==> config.mk <==
export PLATFORM = sky130hd
export DESIGN_NAME = saturn_bus_controller
export DESIGN_NICKNAME = d
export VERILOG_FILES = /design/src/rtl/saturn_bus_controller.sv
export SDC_FILE = /design/constraint.sdc
export NUM_CORES = 1
export LEC_CHECK = 0
export ABC_CLOCK_PERIOD_IN_PS = 3500
export CAP_MARGIN = 20
export CORE_MARGIN = 5
export CORE_UTILIZATION = 39
export CTS_BUF_LIST = sky130_fd_sc_hd__clkbuf_8
export CTS_CLUSTER_DIAMETER = 80
export DETAILED_ROUTE_END_ITERATION = 6
export PLACE_DENSITY = 0.95
export SLEW_MARGIN = 20
export SYNTH_ARGS = -nofsm -noshare
export SYNTH_HDL_FRONTEND = slang
export SYNTH_SLANG_ARGS = --single-unit
==> constraint.sdc <==
create_clock -name i_clk -period 3.5 [get_ports i_clk]
set_input_delay 0.35 -clock i_clk [delete_from_list [all_inputs] [get_ports i_clk]]
set_output_delay 0.35 -clock i_clk [all_outputs]
set_load 0.02 [all_outputs]
==> src/rtl/saturn_bus_controller.sv <==
// saturn_bus_controller
//   Consumes the 32-entry bus program written by the control unit. Each bus
//   cycle (four enabled clocks, one-hot i_phases) either sends one program
//   entry onto the nibble bus or performs one read cycle, and drives the
//   busy flag that stalls the control unit while entries are in flight.
//
// Ports
//   i_clk, i_reset        clock, synchronous active-high reset
//   i_clk_en              qualifies every state update
//   i_phases              one-hot bus phase [0]..[3]
//   i_phase, i_cycle_ctr  debug only, not used by the logic
//   i_program_address     producer write pointer (next free entry)
//   i_program_data        entry at o_program_address, [4]=1 command
//   o_program_address     read pointer
//   i_no_read             suppress idle read cycles
//   o_nibble              last nibble read from the bus
//   o_bus_busy            entries pending or being sent
//   o_error               sticky protocol error
//   o_bus_data            nibble driven on the bus
//   o_bus_cmd_data        1 = command nibble, 0 = data nibble
//   o_bus_strobe          one enabled clock in phase 1 of each active cycle
//   i_bus_data            nibble returned by the bus
//   o_bus_address         shadow bus address
//
// Build option
//   SATURN_BUS_ADDR_TRACK_EN  when defined, o_bus_address is loaded at the
//   close of each address load and advances after every read strobe;
//   otherwise it is tied to zero.

module saturn_bus_controller (
  input  logic        i_clk,
  input  logic        i_reset,
  input  logic        i_clk_en,
  input  logic [3:0]  i_phases,
  input  logic [1:0]  i_phase,
  input  logic [31:0] i_cycle_ctr,
  input  logic [4:0]  i_program_address,
  input  logic [4:0]  i_program_data,
  output logic [4:0]  o_program_address,
  input  logic        i_no_read,
  output logic [3:0]  o_nibble,
  output logic        o_bus_busy,
  output logic        o_error,
  output logic [3:0]  o_bus_data,
  output logic        o_bus_cmd_data,
  output logic        o_bus_strobe,
  input  logic [3:0]  i_bus_data,
  output logic [19:0] o_bus_address
);

  localparam logic [3:0] BUSCMD_LOAD_PC = 4'h4;
  localparam logic [3:0] BUSCMD_LOAD_DP = 4'h5;
  // Command codes above this value are not defined on the bus.
  localparam logic [3:0] BUSCMD_LAST    = 4'h8;

  typedef enum logic [1:0] {IDLE, SEND, LOAD_ADDR, READ} state_t;

  state_t      state_q, state_d;
  logic        pending;
  logic        phase0_en;
  logic        entry_is_cmd;
  logic [3:0]  entry_code;
  logic        cmd_opens_load;
  logic        cmd_known;
  logic        load_open;
  logic [2:0]  load_cnt;
  logic        unused_debug;

  assign unused_debug   = ^{i_phase, i_cycle_ctr};

  assign pending        = (o_program_address != i_program_address);
  assign phase0_en      = i_clk_en & i_phases[0];
  assign entry_is_cmd   = i_program_data[4];
  assign entry_code     = i_program_data[3:0];
  assign cmd_opens_load = (entry_code == BUSCMD_LOAD_PC) || (entry_code == BUSCMD_LOAD_DP);
  assign cmd_known      = (entry_code <= BUSCMD_LAST);

  // Strobe is decoded from the current phase so it is high for exactly the
  // phase-1 enabled clock and never while the clock enable is low.
  assign o_bus_strobe   = i_clk_en & i_phases[1] & (state_q != IDLE);

  always_ff @(posedge i_clk) begin
    if (i_reset) state_q <= IDLE;
    else         state_q <= state_d;
  end

  always_comb begin
    state_d = state_q;
    if (phase0_en) begin
      if (pending)         state_d = load_open ? LOAD_ADDR : SEND;
      else if (!i_no_read) state_d = READ;
      else                 state_d = IDLE;
    end
  end

  always_ff @(posedge i_clk) begin
    if (i_reset) begin
      o_program_address <= '0;
      o_nibble          <= '0;
      o_bus_busy        <= 1'b0;
      o_error           <= 1'b0;
      o_bus_data        <= '0;
      o_bus_cmd_data    <= 1'b0;
      load_open         <= 1'b0;
      load_cnt          <= '0;
    end else if (i_clk_en) begin
      if (i_phases[0]) begin
        if (pending) begin
          o_program_address <= o_program_address + 5'd1;
          o_bus_data        <= entry_code;
          o_bus_cmd_data    <= entry_is_cmd;
          o_bus_busy        <= 1'b1;
          if (entry_is_cmd) begin
            if (load_open) begin
              o_error   <= 1'b1;
              load_open <= 1'b0;
            end else if (cmd_opens_load) begin
              load_open <= 1'b1;
              load_cnt  <= '0;
            end else if (!cmd_known) begin
              o_error <= 1'b1;
            end
          end else if (load_open) begin
            load_cnt <= load_cnt + 3'd1;
            if (load_cnt == 3'd4) load_open <= 1'b0;
          end else begin
            o_error <= 1'b1;
          end
        end else begin
          o_bus_data     <= '0;
          o_bus_cmd_data <= 1'b0;
        end
      end
      if (i_phases[2] && (state_q == READ)) o_nibble <= i_bus_data;
      if (i_phases[3] && !pending && !load_open) o_bus_busy <= 1'b0;
    end
  end

`ifdef SATURN_BUS_ADDR_TRACK_EN
  // Four earlier nibbles of the address being assembled; the fifth arrives
  // with the closing entry and is placed on top directly.
  logic [15:0] addr_sr;
  logic [19:0] bus_addr_q;

  always_ff @(posedge i_clk) begin
    if (i_reset) begin
      addr_sr    <= '0;
      bus_addr_q <= '0;
    end else if (i_clk_en) begin
      if (i_phases[0] && pending && !entry_is_cmd && load_open) begin
        addr_sr <= {entry_code, addr_sr[15:4]};
        if (load_cnt == 3'd4) bus_addr_q <= {entry_code, addr_sr};
      end
      if (i_phases[1] && (state_q == READ)) bus_addr_q <= bus_addr_q + 20'd1;
    end
  end

  assign o_bus_address = bus_addr_q;
`else
  assign o_bus_address = '0;
`endif

endmodule

# After elaboration in Yosys (flattened, before gate mapping)
# Cells that the tools add are included.
# totals
wordCells,63
input_bits,56
ff_bits,22
output_inout_bits,37
# classes
n_reduce_logical,17
bitwise_logic,3
n_eq_ne,9
n_mux,22
n_addsub,2
n_lt_le_gt_ge,1
# op_table
cell,count
$mux W1,14
$mux W3,4
$reduce_and A6 Y1,2
$reduce_bool A2 Y1,5
$eq A4 B3 Y1 const B,2
$mux W2,3
$ne A3 B2 Y1 const B,2
$reduce_and A3 Y1,2
$add A5 B1 Y5 const B,1
$ne A5 B5 Y1,1
$le A4 B4 Y1 const B,1
$mux W4,1
$ne A2 B2 Y1 const B,2
$reduce_and A2 Y1,2
$add A3 B1 Y3 const B,1
$and A1 B1 Y1,3
$eq A3 B3 Y1 const B,1
$logic_and A1 B1 Y1,3
$eq A2 B2 Y1 const B,1
$logic_not A1 Y1,2
$logic_or A1 B1 Y1,1

# Depth between registers and ports, before layout
# Gate-level depths: netlist (run 1).
# depth
ltp_word,6
depth_mapped,6
depth_no_buf,6

# Worst setup path before layout (run 1)
# Ideal clock, no wire load.
# synth_timing
path_type,register to register
from,register o_program_address[0]
to,register o_program_address[0]
slack_ns,1.940
path_stages_with_launch,6
arrival_ns,1.438
setup_ns,0.121
synth_period_minus_slack_ns,1.560
cell_sequence,dfxtp_1 xnor2_1 and3_1 buf_6 a21oi_4 mux2_4
# synth_between
elab_chain_len,2
elab_cells_between_ends,3
# synth_rtl
item,line,source
"start, declared",39,"output logic [4:0] o_program_address,"
"start signal, assigned",109,o_program_address <= o_program_address + 5'd1;
branches (longest 2 deep; another with $add A5 B1 Y5),-,
# Several ways; the timed one is not identified.
# A chain may end at the register's enable or synchronous reset.

# Worst setup path in the final report (run 1)
# layout_timing
from,input i_clk_en
to,output o_bus_strobe
# layout_between
elab_chain_len,2
# layout_rtl
item,line,source
"start, declared",33,"input logic i_clk_en,"
$and A1 B1 Y1 (2 in series),80,assign o_bus_strobe = i_clk_en & i_phases[1] & (state_q != IDLE);
"end, declared",46,"output logic o_bus_strobe,"
# No other way between the ends.

==> impl_metrics.sql, run 1 <==
INSERT INTO impl_metrics (metric_group, metric, value, unit) VALUES
('worst_setup_path', 'worst_ep_arrival_time', '1.67', 'ns'),
('run', 'maxCapViolCount', '0', ''),
('clock_network', 'cts.repair_timing.setup_buffer_count', '0', ''),
('cells_and_area', 'num_antenna_cells', '0', ''),
('global_route', 'wire_length_of_the_first_global_routing_pass', '5160', 'µm'),
('synth', 'synthDominantAreaCellType', 'sky130_fd_sc_hd__dfxtp_1', ''),
('clock_network', 'clock_path_buffers', '2', ''),
('power_and_ir_drop', 'pwr_density_cell', '365', 'mW/mm²'),
('detailed_routing', 'dr_total_vias', '1130', ''),
('synth', 'area_of_the_mapped_netlist', '0.00133', 'mm²'),
('synth', 'synthesis.yosys.warnings', '0', ''),
('die', 'placeableCoreArea', '0.00331', 'mm²'),
('synth', 'yosys.area_share.adder', '2.83', '%'),
('worst_setup_path', 'timing.critical_path.buf_inv', '2', ''),
('cells_and_area', 'nNetsFinal', '244', ''),
('worst_setup_path', 'crit_path_cell_trace', 'clkdlybuf4s50_1, o211a_1, clkdlybuf4s50_1', ''),
('synth', 'yosys.area_share.xor_xnor', '3.31', '%'),
('synth', 'synth.area.top_cells', 'sky130_fd_sc_hd__dfxtp_1 33%, sky130_fd_sc_hd__buf_4 11%, sky130_fd_sc_hd__mux2i_1 4.5%, sky130_fd_sc_hd__a21oi_1 3.4%, sky130_fd_sc_hd__nand2_1 3.4%', ''),
('sta', 'fmax', '495', 'MHz'),
('clock_network', 'clkSlewWorstSetupHoldPaths', '0.08', 'ns'),
('clock_network', 'numClockSinks', '22', ''),
('detailed_routing', 'vias_per_cell', '4.91', ''),
('die', 'horizontal_die_dimension', '68.3', 'µm'),
('worst_setup_path', 'cp_slowest_stage_delay', '0.59', 'ns'),
('clock_network', 'post_cts_resized', '0', ''),
('die', 'initial_core_util', '40.0', '%'),
('worst_hold_path', 'hp-start', 'o_bus_cmd_data', ''),
('placed_design', 'gp_congestion', '0.905', ''),
('global_route', 'antenna_violations_before_repair', '0', ''),
('detailed_routing', 'initialDrtViolationCount', '11', ''),
('synth', 'synth_cell_types', '37', ''),
('sta', 'setup_violations', '0', ''),
('worst_setup_path', 'timing.critical_path.from', 'i_clk_en', ''),
('detailed_routing', 'drtPass1Iterations', '4', ''),
('sta', 'worst_slew_margin_rel', '63.9', '%'),
('placed_design', 'place_inst', '226', ''),
('sta', 'clock-skew-final', '0.00237', 'ns'),
('worst_setup_path', 'cpMostUsedCell', 'sky130_fd_sc_hd__clkdlybuf4s50_1', ''),
('clock_network', 'cts_hold_buf', '0', ''),
('sta', 'hold_ws', '0.470', 'ns'),
('global_route', 'global_route.usage.total', '14.8', '%'),
('status', 'status', 'completed', ''),
('detailed_routing', 'antenna_left', '0', ''),
('worst_setup_path', 'worst_r2r_startpoint', 'o_program_address[0]', ''),
('clock_network', 'cts_made_buffers', '3', ''),
('cells_and_area', 'syn2layout_area_growth', '29.9', '%'),
('detailed_routing', 'routedWlPerCell', '13.8', 'µm'),
('placed_design', 'hpwl', '2490', 'µm'),
('synth', 'synthCells', '149', ''),
('synth', 'seq_area_frac_synth', '33.2', '%'),
('synth', 'synthFlopType', 'sky130_fd_sc_hd__dfxtp_1', ''),
('placed_design', 'port_buffers', '38', ''),
('worst_setup_path', 'critical_path.slowest_cell', 'sky130_fd_sc_hd__clkdlybuf4s50_1', ''),
('sta', 'final_period_utilization', '57.7', '%'),
('synth', 'share_of_async_settable_or_async_resettable_flops_after_synthesis', '0', '%'),
('global_route', 'pin_count_of_the_biggest_net_entering_global_routing', '23', ''),
('worst_setup_path', 'worst_setup_path_end_kind', 'output pin', ''),
('synth', 'synth_top_area_share', '33.2', '%'),
('clock_network', 'cts_max_level', '1', ''),
('clock_network', 'worst_skew_pair.late_latency', '0.27', 'ns'),
('synth', 'largest_family_of_logic_cells_by_synthesized_area', 'compound AO/OA/AOI/OAI gates', ''),
('detailed_routing', 'routed_wirelength', '3170', 'µm'),
('power_and_ir_drop', 'static-leakage-power', '0.710', 'nW'),
('worst_setup_path', 'timing.critical_path.from_type', 'primary input', ''),
('worst_setup_path', 'timing.critical_path.required', '3.15', 'ns'),
('sta', 'setup-tns-final', '0', 'ns'),
('worst_setup_path', 'reg2reg_setup_slack', '1.82', 'ns'),
('die', 'fp.dieArea', '0.00466', 'mm²'),
('sta', 'timing.final.hold_violations', '0', ''),
('die', 'die_h', '68.3', 'µm'),
('detailed_routing', 'route.detailed.drc', '0', '');
## cells by family after synthesis
kind of cell	count (synthesis)
flops	22
simple gates	45
buf+inv	32
compound gates	31
other cells	1
mux	10
fa+ha+maj	3
xor+xnor	5
## worst paths after layout
| check | end | cells after the start |
|---|---|---|
| worst max-delay path | o_bus_strobe | 3 |
| worst min register to register | o_bus_cmd_data | 2 |
| worst min-delay path | o_bus_cmd_data | 2 |
| worst max register to register | o_program_address[0] | 4 |
## synthesized netlist by cell type (all sizes together), types with 4 or more instances
library cell and number:
nor2b 5, nand3 4, xnor2 5, mux2 4, and3 6, inv 5
nand2 12, nor2 9, mux2i 6, a211oi 4, buf 25, a21oi 10
dfxtp 22
## sequential cells by signal, indices dropped and copies added (netlist names)
name	cells
o_bus_busy	1
load_cnt	3
o_program_address	5
o_error	1
o_nibble	4
o_bus_data	4
o_bus_cmd_data	1
state_q	2
load_open	1
## metal layers
| layer | wire length [µm] | vias up | GRT usage (%) |
|---|---|---|---|
| li1 | - | 551 | - |
| met1 | 1230 | 527 | 16.3 |
| met2 | 1570 | 44 | 26.4 |
| met3 | 324 | 8 | 5.25 |
| met4 | 42 | 0 | 4.96 |
| met5 | 0 | - | 0 |
## through the flow
| stage | utilization (%) | area [µm²] | worst slack (ns) |
|---|---|---|---|
| floorplan | - | 1400 | 1.94 |
| global placement | 49.8 | 1650 | 1.49 |
| detailed placement | 49.8 | 1650 | 1.46 |
| CTS | 52.0 | 1720 | 1.47 |
| global route | 52.0 | 1720 | 1.45 |
| finish | 52.0 | 1720 | 1.48 |
## power by group
| group | switching, mW | internal [mW] |
|---|---|---|
| clock network | 0.0872 | 0.153 |
| registers | 0.00827 | 0.259 |
| logic | 0.0689 | 0.0526 |
| total | 0.164 | 0.464 |
## placed cells by master, fill, tap and decap left out, drive strengths merged, types with 2 or more instances in the layout
cell type	netlist	final
mux2i	6	6
nand3b	2	2
a22o	2	2
conb	1	20
nand2	12	12
clkdlybuf4s50	0	38
o41ai	2	2
o211ai	2	2
o21ai	3	3
a31o	3	3
a21oi	10	10
nor2b	5	5
a211oi	4	4
nand3	4	4
xnor2	5	5
dfxtp	22	22
nand4	3	3
inv	5	5
ha	3	3
nor2	9	9
and3	6	6
clkbuf	2	3
mux2	4	4
and2	2	2
## worst min-delay path, cell delays in order (launching register included)
cell,delay (ns)
sky130_fd_sc_hd__dfxtp_1,0.32
sky130_fd_sc_hd__nand2_1,0.05
sky130_fd_sc_hd__a21oi_1,0.06
## area by class of cell
cell class,count,area (µm²)
Sequential cell,22,440
Timing Repair Buffer,39,388
Multi-Input combinational cell,114,746
Tap cell,46,57.6
Clock buffer,3,41.3
Inverter,5,18.8
Clock inverter,1,30.0
Fill cell,329,1590
Power figures use the tool's default switching activity.
==> run 2, diff against run 1 <==
Settings changed: ABC_CLOCK_PERIOD_IN_PS 3500 to 1930, CORE_UTILIZATION 39 to 36, PLACE_DENSITY 0.95 to 0.92.
Clock period 3.5 ns to 1.93 ns, I/O delays scaled along.
==> run 2 against run 1 <==
  * Worst setup slack got worse by 1.3 ns
  * Register-to-register slack got worse by 1.5 ns
  * Final cell count rose by 3.5%
  * Non-clock buffer count rose by 6
  * Via count rose by 4.3%
  * Flip-flop and latch count did not move
  * Critical path type unchanged
  * Wire length fell by 1.2%
  * Sequential share of layout area fell by 0.69 points
  * Largest power group unchanged
  * Combinational power rose by 90%
  * Clock skew rose by 0.0015 ns
  * Final area rose by 2.8%
  * Worst hold slack got worse by 0.012 ns
==> impl_metrics.sql, run 2 (same netlist as run 1, synthesis figures left out) <==
INSERT INTO impl_metrics (metric_group, metric, value, unit) VALUES
('status', 'status', 'completed', ''),
('power_and_ir_drop', 'worst_ir_drop_vdd', '541', 'µV'),
('die', 'placeableCoreArea', '0.00361', 'mm²'),
('sta', 'setup-tns-final', '0', 'ns'),
('global_route', 'wire_length_of_the_first_global_routing_pass', '5060', 'µm'),
('detailed_routing', 'routed_wirelength', '3130', 'µm'),
('power_and_ir_drop', 'pwr_density_cell', '651', 'mW/mm²'),
('worst_setup_path', 'timing.critical_path.from_type', 'primary input', ''),
('worst_hold_path', 'hp-start', 'o_bus_cmd_data', ''),
('sta', 'final_period_utilization', '88.5', '%'),
('cells_and_area', 'mostFrequentLayoutCells', '38 x sky130_fd_sc_hd__clkdlybuf4s50_1, 22 x sky130_fd_sc_hd__dfxtp_1, 20 x sky130_fd_sc_hd__conb_1', ''),
('clock_network', 'clock_path_buffers', '2', ''),
('detailed_routing', 'antenna_left', '0', ''),
('sta', 'min_period', '1.71', 'ns'),
('global_route', 'vias_in_the_first_global_route', '1101', ''),
('worst_hold_path', 'timing.hold.worst.class', 'register to register', ''),
('cells_and_area', 'syn2layout_area_growth', '33.5', '%'),
('worst_setup_path', 'worst_ep_arrival_time', '1.51', 'ns'),
('global_route', 'grt-ovfl-total', '0', ''),
('clock_network', 'cts_made_buffers', '3', ''),
('global_route', 'antenna_violations_before_repair', '0', ''),
('detailed_routing', 'initialDrtViolationCount', '38', ''),
('placed_design', 'hpwl', '2500', 'µm'),
('worst_setup_path', 'path_delay_family', 'buffers and inverters', ''),
('power_and_ir_drop', 'total_power', '1.15', 'mW'),
('cells_and_area', 'num_antenna_cells', '0', ''),
('worst_setup_path', 'reg2reg_to', 'load_cnt[0]', ''),
('detailed_routing', 'vias_per_cell', '4.95', ''),
('placed_design', 'place_inst', '234', ''),
('cells_and_area', 'biggestRegsByFlops', 'o_program_address: 5 flops, o_bus_data: 4 flops, o_nibble: 4 flops', ''),
('clock_network', 'numClockSinks', '22', ''),
('clock_network', 'cts.repair_timing.setup_buffer_count', '0', ''),
('worst_setup_path', 'cp_slowest_stage_delay', '0.59', 'ns'),
('cells_and_area', 'number_of_standard_cells_in_the_layout_taps_in_and_fillers_out', '238', ''),
('worst_setup_path', 'worst_setup_path_end_kind', 'output pin', ''),
('sta', 'clock-skew-final', '0.00386', 'ns'),
('die', 'core.rowCount', '22', ''),
('sta', 'hold_ws', '0.458', 'ns'),
('cells_and_area', 'nNetsFinal', '250', ''),
('worst_setup_path', 'timing.critical_path.required', '1.74', 'ns'),
('worst_setup_path', 'cpMostUsedCell', 'sky130_fd_sc_hd__clkdlybuf4s50_1', ''),
('die', 'horizontal_die_dimension', '70.7', 'µm'),
('sta', 'final_worst_slack', '0.223', 'ns'),
('detailed_routing', 'route.detailed.drc', '0', ''),
('clock_network', 'worst_skew_pair.late_latency', '0.27', 'ns'),
('cells_and_area', 'final_core_util', '49.1', '%'),
('detailed_routing', 'routedWlPerCell', '13.2', 'µm'),
('placed_design', 'gp_congestion', '0.924', ''),
('cells_and_area', 'final_area', '0.00177', 'mm²'),
('placed_design', 'port_buffers', '38', ''),
('run', 'maxCapViolCount', '0', ''),
('worst_setup_path', 'crit_path_cell_trace', 'clkdlybuf4s50_1, o211a_1, clkdlybuf4s50_1', ''),
('global_route', 'pin_count_of_the_biggest_net_entering_global_routing', '15', ''),
('worst_hold_path', 'whs_endpoint', 'o_bus_cmd_data', ''),
('cells_and_area', 'layout_commonest_cell', 'sky130_fd_sc_hd__clkdlybuf4s50_1', ''),
('worst_setup_path', 'reg2reg_setup_slack', '0.28', 'ns'),
('worst_setup_path', 'critical_path.slowest_cell', 'sky130_fd_sc_hd__clkdlybuf4s50_1', ''),
('die', 'fp.dieArea', '0.00499', 'mm²'),
('cells_and_area', 'post_route_cells_drive_above_1_share', '12.6', '%'),
('worst_setup_path', 'timing.critical_path.buf_inv', '2', ''),
('clock_network', 'cts_tree', 'built', ''),
('placed_design', 'pre_cts_slack', '0.0727', 'ns'),
('worst_setup_path', 'worst_r2r_startpoint', 'o_program_address[0]', ''),
('worst_setup_path', 'worst_r2r_path_depth', '5', ''),
('die', 'floorplan.io_pins', '93', ''),
('clock_network', 'clock_tree.root_cell', 'sky130_fd_sc_hd__clkbuf_8', ''),
('die', 'initial_core_util', '36.7', '%'),
('sta', 'final-max-slew-violation-count', '0', ''),
('clock_network', 'post_cts_resized', '0', ''),
('sta', 'setup_violations', '0', ''),
('cells_and_area', 'largest_register_ff_count', '5', ''),
('sta', 'fmax', '586', 'MHz'),
('clock_network', 'cts_hold_buf', '0', ''),
('sta', 'timing.final.hold_violations', '0', ''),
('die', 'die_h', '70.7', 'µm'),
('sta', 'grt_setup_unrepaired', 'false', ''),
('global_route', 'global_route.usage.total', '12.2', '%'),
('placed_design', 'post_dp_cell_area', '0.00170', 'mm²'),
('clock_network', 'clkSlewWorstSetupHoldPaths', '0.08', 'ns'),
('worst_hold_path', 'min_delay_path_depth', '2', ''),
('clock_network', 'cts_max_level', '1', ''),
('detailed_routing', 'drtPass1Iterations', '4', ''),
('worst_setup_path', 'criticalPathCategory', 'primary input to output pin', ''),
('worst_setup_path', 'critical_path_maximum_fanout', '4', ''),
('power_and_ir_drop', 'static-leakage-power', '0.740', 'nW'),
('cells_and_area', 'top_register', 'o_program_address', ''),
('detailed_routing', 'dr_total_vias', '1179', '');
-- run 2: cell types whose count changed in the layout (fill, tap and decap cells not counted) --
cell	before	now
sky130_fd_sc_hd__buf_4	1	7
-- run 2: layout make-up --
class,count,area (µm²)
clock buffers,3,41.3
clock inverters,1,30.0
fillers,337,1840
inverters,5,18.8
multi-input cells,114,746
flip-flops and latches,22,440
well taps,48,60.1
repair buffers,45,433
-- run 2: worst max-delay path by stage --
stage / from / endpoint / cells past startpoint
final: i_clk_en / o_bus_strobe / 3
after global routing: o_program_address[0] / load_cnt[0] / 5
after CTS: i_clk_en / o_bus_strobe / 3
after detailed placement: i_program_address[0] / load_cnt[0] / 6
after global placement: i_program_address[4] / o_program_address[0] / 5
after floorplan: o_program_address[0] / o_program_address[0] / 5
-- run 2: metal layers --
metal,GRT usage (%),up-vias,share of wire (%)
li1,-,570,-
met1,15.0,554,42
met2,20.2,52,48
met3,4.83,3,10
met4,2.92,0,0.32
met5,0,-,0
-- run 2: power by group --
part	internal (mW)	leakage [nW]	switching [mW]	total, mW
combinational	0.103	0.525	0.127	0.230
clock	0.277	0.0357	0.160	0.437
sequential	0.469	0.179	0.0143	0.484
total	0.850	0.740	0.301	1.15
-- run 2: tightest hold or removal path, delay by kind of cell, from the launching register on --
family          cells  cell delay [ns]
flops               1             0.32
compound gates      1             0.05
simple gates        1             0.05
